File: config.mk
export PLATFORM = sky130hd
export DESIGN_NAME = instr_fetch
export DESIGN_NICKNAME = d
export VERILOG_FILES = /design/src/rtl/instr_fetch.sv
export SDC_FILE = /design/constraint.sdc
export NUM_CORES = 1
export LEC_CHECK = 0
export ABC_AREA = 1
export BUFFER_PORTS_ARGS = -buffer_cell sky130_fd_sc_hd__buf_2
export CELL_PAD_IN_SITES_DETAIL_PLACEMENT = 0
export CELL_PAD_IN_SITES_GLOBAL_PLACEMENT = 1
export CORE_UTILIZATION = 37
export CTS_CLUSTER_DIAMETER = 30
export DETAILED_ROUTE_END_ITERATION = 8
export GPL_TIMING_DRIVEN = 1
export PLACE_DENSITY = 0.85
export SETUP_SLACK_MARGIN = 0.02
export SLEW_MARGIN = 20
export SYNTH_ARGS = -nofsm -noshare
export SYNTH_HDL_FRONTEND = slang
export SYNTH_SLANG_ARGS = --single-unit
File: constraint.sdc
create_clock -name CLK -period 2.9 [get_ports CLK]
set_clock_uncertainty 0.2 [all_clocks]
set_input_delay 0.58 -clock CLK [delete_from_list [all_inputs] [get_ports CLK]]
set_output_delay 0.58 -clock CLK [all_outputs]
set_load 0.01 [all_outputs]
File: src/rtl/instr_fetch.sv
// instr_fetch: PC, branch redirect and a single registered output stage with valid/ready handshake.
module instr_fetch #(
    parameter int          profundidad = 1024,
    parameter logic [31:0] RESET_PC    = 32'h0000_0000
) (
    input  logic                               CLK,
    input  logic                               RESET,
    output logic [$clog2(profundidad-1)-1:0]   rom_addr,
    input  logic [31:0]                        rom_data,
    output logic [31:0]                        instr,
    output logic [31:0]                        pc_out,
    output logic                               instr_valid,
    input  logic                               instr_ready,
    input  logic                               branch_taken,
    input  logic [31:0]                        branch_target,
    input  logic                               halt,
    output logic [31:0]                        fetch_count
);
    localparam int AW = $clog2(profundidad - 1);
    logic [31:0] pc_q, pc_d, instr_q, instr_d, pc_out_q, pc_out_d, cnt_q, cnt_d;
    logic        valid_q, valid_d;
    logic [31:0] fa;
    logic        hs, slot_free, load;
    always_comb begin
        fa        = branch_taken ? {branch_target[31:2], 2'b00} : pc_q;
        rom_addr  = fa[AW+1:2];
        hs        = valid_q & instr_ready;
        slot_free = !valid_q | instr_ready;
        load      = !halt & (slot_free | branch_taken);
        cnt_d     = cnt_q + {31'd0, hs};
        instr_d   = load ? rom_data : instr_q;
        pc_out_d  = load ? fa : pc_out_q;
        // a redirect under halt only retargets pc and drops the pending word
        pc_d      = load ? fa + 32'd4 : (branch_taken ? fa : pc_q);
        valid_d   = load | (valid_q & !hs & !branch_taken);
    end
    always_ff @(posedge CLK) begin
        if (RESET) begin
            pc_q     <= RESET_PC;
            instr_q  <= '0;
            pc_out_q <= '0;
            valid_q  <= 1'b0;
            cnt_q    <= '0;
        end else begin
            pc_q     <= pc_d;
            instr_q  <= instr_d;
            pc_out_q <= pc_out_d;
            valid_q  <= valid_d;
            cnt_q    <= cnt_d;
        end
    end
    assign instr       = instr_q;
    assign pc_out      = pc_out_q;
    assign instr_valid = valid_q;
    assign fetch_count = cnt_q;
endmodule

==> Yosys cells after proc, flatten, opt, wreduce, memory -nomap -nowiden <==
Cells that the tools add are included.
{ "word_totals": {"reg_bits": 129, "latchBits": 0, "mem_bits_rw": 0, "mem_bits_ro": 0, "input_bits": 69, "output_inout_bits": 107, "word_cells": 22, "mem_count": 0} }
{ "op_classes": {"addsub": 2, "n_mul": 0, "n_div": 0, "n_lt_le_gt_ge": 0, "n_eq_ne": 0, "n_shift": 0, "mux": 3, "bitwise_logic": 7, "n_reduce_logical": 5} }
{ "op_table": {"columns": ["cell", "count"], "rows": [
  ["$mux 32", 3],
  ["$add 32x1->32", 1],
  ["$add 32x3->32 const B", 1],
  ["$and 1x1->1", 4],
  ["$logic_not 1->1", 4],
  ["$or 1x1->1", 3],
  ["$reduce_bool 2->1", 1]
]} }

==> Longest topological paths before layout <==
Gate-level depths: netlist of run 1.
{ "depth": {"ltp_word": 5, "depth_mapped": 15, "mapped_depth_nobuf": 14} }

==> Worst setup path before layout of run 1 <==
Ideal clock, no wire load.
{ "synth_timing": {"path_kind": "input port to flip-flop", "from": "in instr_ready", "to": "reg cnt_q[30], in the netlist fetch_count[30]", "setup_time_ns": 0.115, "arrival_ns": 2.018, "required_ns": 2.585, "setup_slack_ns": 0.567, "path_stages": 14, "path_buffers": 0, "cell_sequence": "nand2_1 -> inv_1 -> ha_1 -> ha_1 -> nand2_1 -> nor2_2 -> nand2_1 -> nor2_2 -> nand2_1 -> nor2_2 -> nand2_1 -> nor2_1 -> a21oi_1 -> o21a_1"} }
{ "synth_between": {"elab_chain_len": 2} }
{ "synth_rtl": {"columns": ["element", "line_no", "source"], "rows": [
  ["start, declared", "13", "input logic instr_ready,"],
  ["$and 1x1->1", "27", "hs = valid_q & instr_ready;"],
  ["$add 32x1->32", "30", "cnt_d = cnt_q + {31'd0, hs};"],
  ["end signal, assigned", "49", "cnt_q <= cnt_d;"],
  ["end, declared", "20", "logic [31:0] pc_q, pc_d, instr_q, instr_d, pc_out_q, pc_out_d, cnt_q, cnt_d;"]
]} }
No other way between the ends.
A chain may end at the register's enable or synchronous reset.

==> Worst setup path after layout of run 1 <==
{ "layout_timing": {"from": "in branch_taken", "to": "out rom_addr[8]"} }
{ "layout_between": {"elab_chain_len": 1} }
{ "layout_rtl": {"columns": ["element", "line_no", "source"], "rows": [
  ["start, declared", "14", "input logic branch_taken,"],
  ["$mux 32", "25", "fa = branch_taken ? {branch_target[31:2], 2'b00} : pc_q;"],
  ["end, declared", "8", "output logic [$clog2(profundidad-1)-1:0] rom_addr,"]
]} }
No other way between the ends.

==> results of run 1 <==
[report_power, final]
part,leakage [nW],total (mW),internal [mW],switching (mW)
registers,1.06,1.91,1.87,0.0408
logic,2.34,0.550,0.199,0.351
clock network,0.281,2.08,1.27,0.811
total,3.69,4.54,3.33,1.20
[worst max-delay path by stage]
stage	start	slack [ns]	cells after the start	endpoint
after floorplan	instr_ready	0.57	14	fetch_count[30]
after global placement	instr_ready	0.20	15	fetch_count[30]
after detailed placement	instr_ready	0.16	15	fetch_count[30]
after CTS	branch_taken	0.46	5	rom_addr[8]
after global routing	instr_valid	0.29	14	fetch_count[30]
final	branch_taken	0.48	5	rom_addr[8]
[area by class of cell]
cell class | instances | share of cell area (%)
Clock buffer | 19 | 5.44
Multi-Input combinational cell | 648 | 40.1
Clock inverter | 13 | 1.71
Inverter | 96 | 4.59
Sequential cell | 129 | 32.4
Timing Repair Buffer | 186 | 12.3
Tap cell | 220 | 3.46
[sequential cells by signal, indices dropped and copies added (netlist names)]
name         cells
fetch_count     32
instr           32
pc_out          32
pc_q            32
instr_valid      1
[metrics by stage]
stage	hold slack, ns	utilization (%)
after global placement	0.239	44.1
after floorplan	0.225	-
after detailed placement	0.242	44.1
final	0.184	47.5
after CTS	0.166	47.5
after global routing	0.172	47.5
[placed cells by master, fill, tap and decap left out, types with 5 or more instances in the layout]
| cell | n |
|---|---|
| a211oi_1 | 22 |
| nor2_4 | 8 |
| nor2_2 | 14 |
| nand2_2 | 26 |
| xor2_1 | 13 |
| nand2_1 | 196 |
| o21ai_0 | 50 |
| buf_2 | 173 |
| o21ai_1 | 8 |
| buf_4 | 12 |
| a21oi_1 | 33 |
| clkinv_2 | 5 |
| inv_1 | 91 |
| nor3_1 | 26 |
| clkbuf_16 | 17 |
| dfxtp_1 | 129 |
| nor2_1 | 158 |
| nand4_1 | 15 |
| nand3_1 | 39 |
[layer usage]
layer	up-vias	GRT usage (%)	part of all wire (%)
li1	3258	-	-
met1	2764	26.0	47
met2	161	31.4	46
met3	20	4.27	4.9
met4	0	7.07	1.5
met5	-	0	0
[kinds of logic (layout without fill, tap and decap cells)]
group | after synthesis | after routing | share of synthesized area [%]
xor+xnor | 14 | 14 | 1.90
buf+inv | 145 | 314 | 10.3
fa+ha+maj | 3 | 3 | 0.583
simple gates | 505 | 505 | 36.0
flops | 129 | 129 | 40.1
compound gates | 126 | 126 | 11.1
[worst max-delay path, delay by kind of cell]
kind / cells / cell delay (ns)
simple gates: 2 / 0.24
buf+inv: 3 / 0.82
==> impl_metrics.yaml, run 1 <==
status:
  status: "completed"
clock_network:
  clockBufferDepth: 2
  cts-buffers-inserted: 17
  htreeDepth: 4
  path_clk_slew_ns: 0.06
  cts-root-buf: "clkbuf_16"
  clock_latency_ns: 0.42
  cts-resized-gates: 0
  hold_buffers: 0
  cts_tree: "built"
  cts.sinks: 129
  post_cts_buffers: 0
global_route:
  grt_pass1_vias: 5692
  grt_antenna_before_repair: 0
  grt_pass1_wl_um: 28100
  grtUsageTotal_pct: 19.7
  grt_max_degree: 63
  grt_overflow: 0
placed_design:
  dp_cells: 1279
  gp_congestion: 0.841
  post-place-ws_ns: 0.164
  portBuffers: 173
  place_area_um2: 7390
  dpl.hpwl_um: 12500
timing:
  fin_tns_setup_ns: 0
  hold_viol: 0
  drv_slew: 0
  fmax_mhz: 413
  tightest_slew_ns: 0.472
  finalSetupViolCount: 0
  rsz0062_at_grt: "no"
  finalCriticalPeriod_ns: 2.42
  relSlewSlack_pct: 68.5
  setup_ws_ns: 0.477
  period_share_pct: 83.5
floorplanning:
  fp.dieH_um: 134
  dieArea_um2: 17900
  core_area_um2: 16800
  die_x_um: 134
  rows: 47
  initial_core_util_pct: 38.4
  num_io_pins: 176
layout:
  final_cells: 1311
  final_nets: 1150
  design_area_um2: 7960
  antennaDiodeCount: 0
  multiInputGateArea_um2: 3190
  seqCellArea_um2: 2580
  syn2layout_area_growth_pct: 23.7
  final_layout_size_suffix_gt1_share_pct: 26.3
  fillers: 1758
critical_path:
  crit_fanout: 28
  crit_arrival_ns: 1.64
  cp_cell_sequence: "buf_2 -> buf_4 -> nand2_1 -> nand2_2 -> buf_2"
  rr_endpoint: "fetch_count[30]"
  crit_top_cell: "buf_2"
  end_kind: "output port"
  reg2reg_depth: 14
  required_ns: 2.12
  r2r_start: "instr_valid"
  ff2ff_setup_slack_ns: 0.53
  critical-path-slowest-cell: "buf_4"
  path_class: "input pin to output port"
  startpoint_type: "input pin"
  cp_slowest_stage_delay_ns: 0.39
logic_synthesis:
  netlist_top_cells_area: "dfxtp_1 (40%), nand2_1 (11%), nor2_1 (9.2%)"
  netlist_top_cells_count: "nand2_1 (196), nor2_1 (158), dfxtp_1 (129), inv_1 (91), o21ai_0 (50)"
  avgSynthCellArea_um2: 6.98
  syn-num-nets: 994
  netlist_instances: 922
  synth.distinct_cells: 43
  async_flop_share_pct: 0
  yosysTopAreaCell: "dfxtp_1"
  synth_seq_area_share_pct: 40.1
  yosysMostFrequentCell: "nand2_1"
  ys_ff_latch: 129
  synth-edff-count: 0
  synth_top_area_share_pct: 40.1
  yosysWarningCount: 0
  synth_area_um2: 6440
  synth_flop_cell: "dfxtp_1"
routing:
  drcViolationCount: 0
  drt_wl_total_um: 17500
  viasPerCell: 4.73
  drtIter0Drc: 392
  vias: 6203
  wire_per_inst_um: 13.3
  ant_nets: 0
  first_pass_iters: 5
pwr:
  power_density_nw_per_um2: 570
  leakagePower_nw: 3.69
  finalPower_mw: 4.54
  vdd.ir_drop.worst_uv: 409
min_path:
  hp-class: "input pin to flip-flop"
  whs_endpoint: "instr[28]"
  holdPathStages: 3
  hold_path_startpoint: "rom_data[28]"
flow_run:
  max_cap_violations: 0
No activity file was read; power rests on OpenSTA's default activity.
==> inputs of run 2 (changes only) <==
ABC_AREA = 0   (was 1)
CORE_UTILIZATION = 34   (was 37)
PLACE_DENSITY = 0.81   (was 0.85)
clock period = 2.2 ns   (was 2.9 ns; I/O delays follow)
==> run 2 against run 1 <==
Net effect: synthesized cell count shrank 26%; sequential share of layout area shrank 1.1 points; count of clock-buffer cells in the layout up 1; register-to-register slack got worse by 0.44 ns; combinational power is 35% higher; area after synthesis shrank 8.7%; cell area rose by 3.5%; die area is 0.62% lower; global-route usage shrank 1.5 points; sequential power rose by 32%; critical path depth up 1.
==> impl_metrics.yaml, run 2 <==
status:
  status: "completed"
layout:
  final_nets: 980
  fin_util_pct: 49.2
  fillers: 1662
  mostFrequentLayoutCells: "buf_2 (171), dfxtp_1 (128), nand2_1 (97)"
  syn2layout_area_growth_pct: 40.2
  final_layout_size_suffix_gt1_share_pct: 35.7
  layout_commonest_cell: "buf_2"
  final_cells: 1141
  antennaDiodeCount: 0
critical_path:
  crit_fanout: 10
  startpoint_type: "input pin"
  end_kind: "output port"
  cp_cell_sequence: "buf_4 -> buf_12 -> buf_12 -> buf_4 -> mux2_2 -> buf_2"
  cp_slowest_stage_delay_ns: 0.35
  critical-path-slowest-cell: "mux2_2"
  path_class: "input pin to output port"
  crit_arrival_ns: 1.50
  required_ns: 1.56
logic_synthesis:
  ys_ff_latch: 129
  yosysTopAreaCell: "dfxtp_1"
  netlist_instances: 682
  synth-xor-area-share_pct: 7.60
  synth_flop_cell: "dfxtp_1"
  yosysMostFrequentCell: "dfxtp_1"
  async_flop_share_pct: 0
  yosysWarningCount: 0
  synth_simple_gate_area_share_pct: 25.9
  synthAdderAreaFrac_pct: 0.638
  syn-num-nets: 754
  synth.distinct_cells: 57
  synth_area_um2: 5880
  synth_top_area_share_pct: 43.9
  netlist_top_cells_count: "dfxtp_1 (129), nand2_1 (97), nor2_1 (94), a21oi_1 (46), xor2_1 (29)"
  synth_seq_area_share_pct: 43.9
  muxShareOfSynthArea_pct: 5.30
  synth_compound_area_share_pct: 11.5
  synth-edff-count: 0
  netlist_top_cells_area: "dfxtp_1 (44%), nand2_1 (6.2%), nor2_1 (6.0%)"
  avgSynthCellArea_um2: 8.62
  synth_top_family_by_area: "simple AND/OR/NAND/NOR gates"
placed_design:
  dp_cells: 1099
  dpl.hpwl_um: 11100
  post-place-ws_ns: -0.194
  portBuffers: 173
  gp_congestion: 0.811
timing:
  tightest_slew_ns: 0.358
  fmax_mhz: 468
  hold_viol: 0
  fin_tns_setup_ns: 0
  finalCriticalPeriod_ns: 2.14
  setup_ws_ns: 0.0634
  rsz0062_at_grt: "yes"
  period_share_pct: 97.1
  drv_slew: 0
  finalSetupViolCount: 0
  holdWs_ns: 0.0586
  relSlewSlack_pct: 75.5
clock_network:
  hold_buffers: 0
  cts-root-buf: "clkbuf_16"
  clockBufferDepth: 2
  cts-buffers-inserted: 17
  cts.sinks: 129
  cts_tree: "built"
  path_clk_slew_ns: 0.06
  htreeDepth: 4
  clock_latency_ns: 0.42
floorplanning:
  num_io_pins: 176
  die_x_um: 134
  fp.dieH_um: 134
  core_area_um2: 16800
  initial_core_util_pct: 35.1
  dieArea_um2: 17800
  rows: 47
min_path:
  hp-class: "input pin to flip-flop"
flow_run:
  max_cap_violations: 0
global_route:
  grt_max_degree: 49
  grt_overflow: 0
  grt_pass1_wl_um: 25700
  grt_pass1_vias: 5200
  grtUsageTotal_pct: 18.2
  grt_antenna_before_repair: 0
routing:
  drt_wl_total_um: 15900
  highest_layer: "met4"
  first_pass_iters: 4
  wl_met3_um: 836
  wirelength_met1_um: 7290
  viasPerCell: 4.83
  drcViolationCount: 0
  drtIter0Drc: 223
  wl_met2_um: 7590
  ant_nets: 0
  vias: 5507
  wire_per_inst_um: 13.9
pwr:
  leakagePower_nw: 3.64
  power_density_nw_per_um2: 756
  vdd.ir_drop.worst_uv: 520
==> run 2: cell types whose count changed after synthesis, sizes merged, moves of 16 or more <==
cell	delta
nand2	-127
xor2	+16
xnor2	+21
inv	-89
mux2i	+24
nor2	-88
o21ai	-47
==> run 2: cell families (layout without fill, tap and decap cells) <==
logic type | Yosys count | count (layout)
xor gates and xnor gates | 51 | 51
DFF | 129 | 129
muxes | 30 | 30
and+or+nand+nor | 307 | 307
AOI/OAI and AO/OA | 106 | 106
adders and majority gates | 3 | 3
buffers and inverters | 56 | 295
==> run 2: power by group <==
group | internal [mW] | total (mW) | switching, mW
Clock | 1.88 | 2.97 | 1.09
Sequential | 2.45 | 2.52 | 0.0652
Combinational | 0.351 | 0.744 | 0.393
==> run 2: layout make-up <==
type                    instances  area (um2)  area share (%)
clock inverters                12         154            1.87
well taps                     220         275            3.34
clock buffers                  20         467            5.66
inverters                       7        26.3           0.319
multi-input cells             497        3100            37.6
flip-flops and latches        129        2580            31.4
repair buffers                256        1640            19.9
==> run 2: path summary, 6_finish.rpt <==
path / startpoint / end / slack (ns) / cells after the start
worst max register to register: instr_valid / fetch_count[20] / 0.09 / 10
worst max-delay path: branch_taken / rom_addr[4] / 0.06 / 6
worst min-delay path: rom_data[3] / instr[3] / 0.06 / 3
worst min register to register: instr[17] / instr[17] / 0.25 / 2
==> run 2: timing repair <==
item	4_1_cts	5_1_grt
buffers inserted	3	5
gates resized for setup	2	8
gates cloned	2	0
pin swaps	0	6
endpoints found under the setup margin	4	10
==> run 2: stage by stage <==
stage	instance area, um2	total power [mW]
finish	8240	6.23
global route	8240	6.49
CTS	8180	6.30
detailed placement	7450	3.29
global placement	7450	3.28
floorplan	5970	2.97
==> run 2: layer usage <==
metal | vias up | GRT usage [%]
met4 | 0 | 4.99
met3 | 12 | 4.76
met5 | - | 0
met1 | 2557 | 23.1
li1 | 2808 | -
met2 | 130 | 30.2
==> run 2: worst max-delay path, delay by kind of cell <==
| family | cells | cell delay, ns |
|---|---|---|
| buf+inv | 5 | 0.70 |
| mux | 1 | 0.35 |
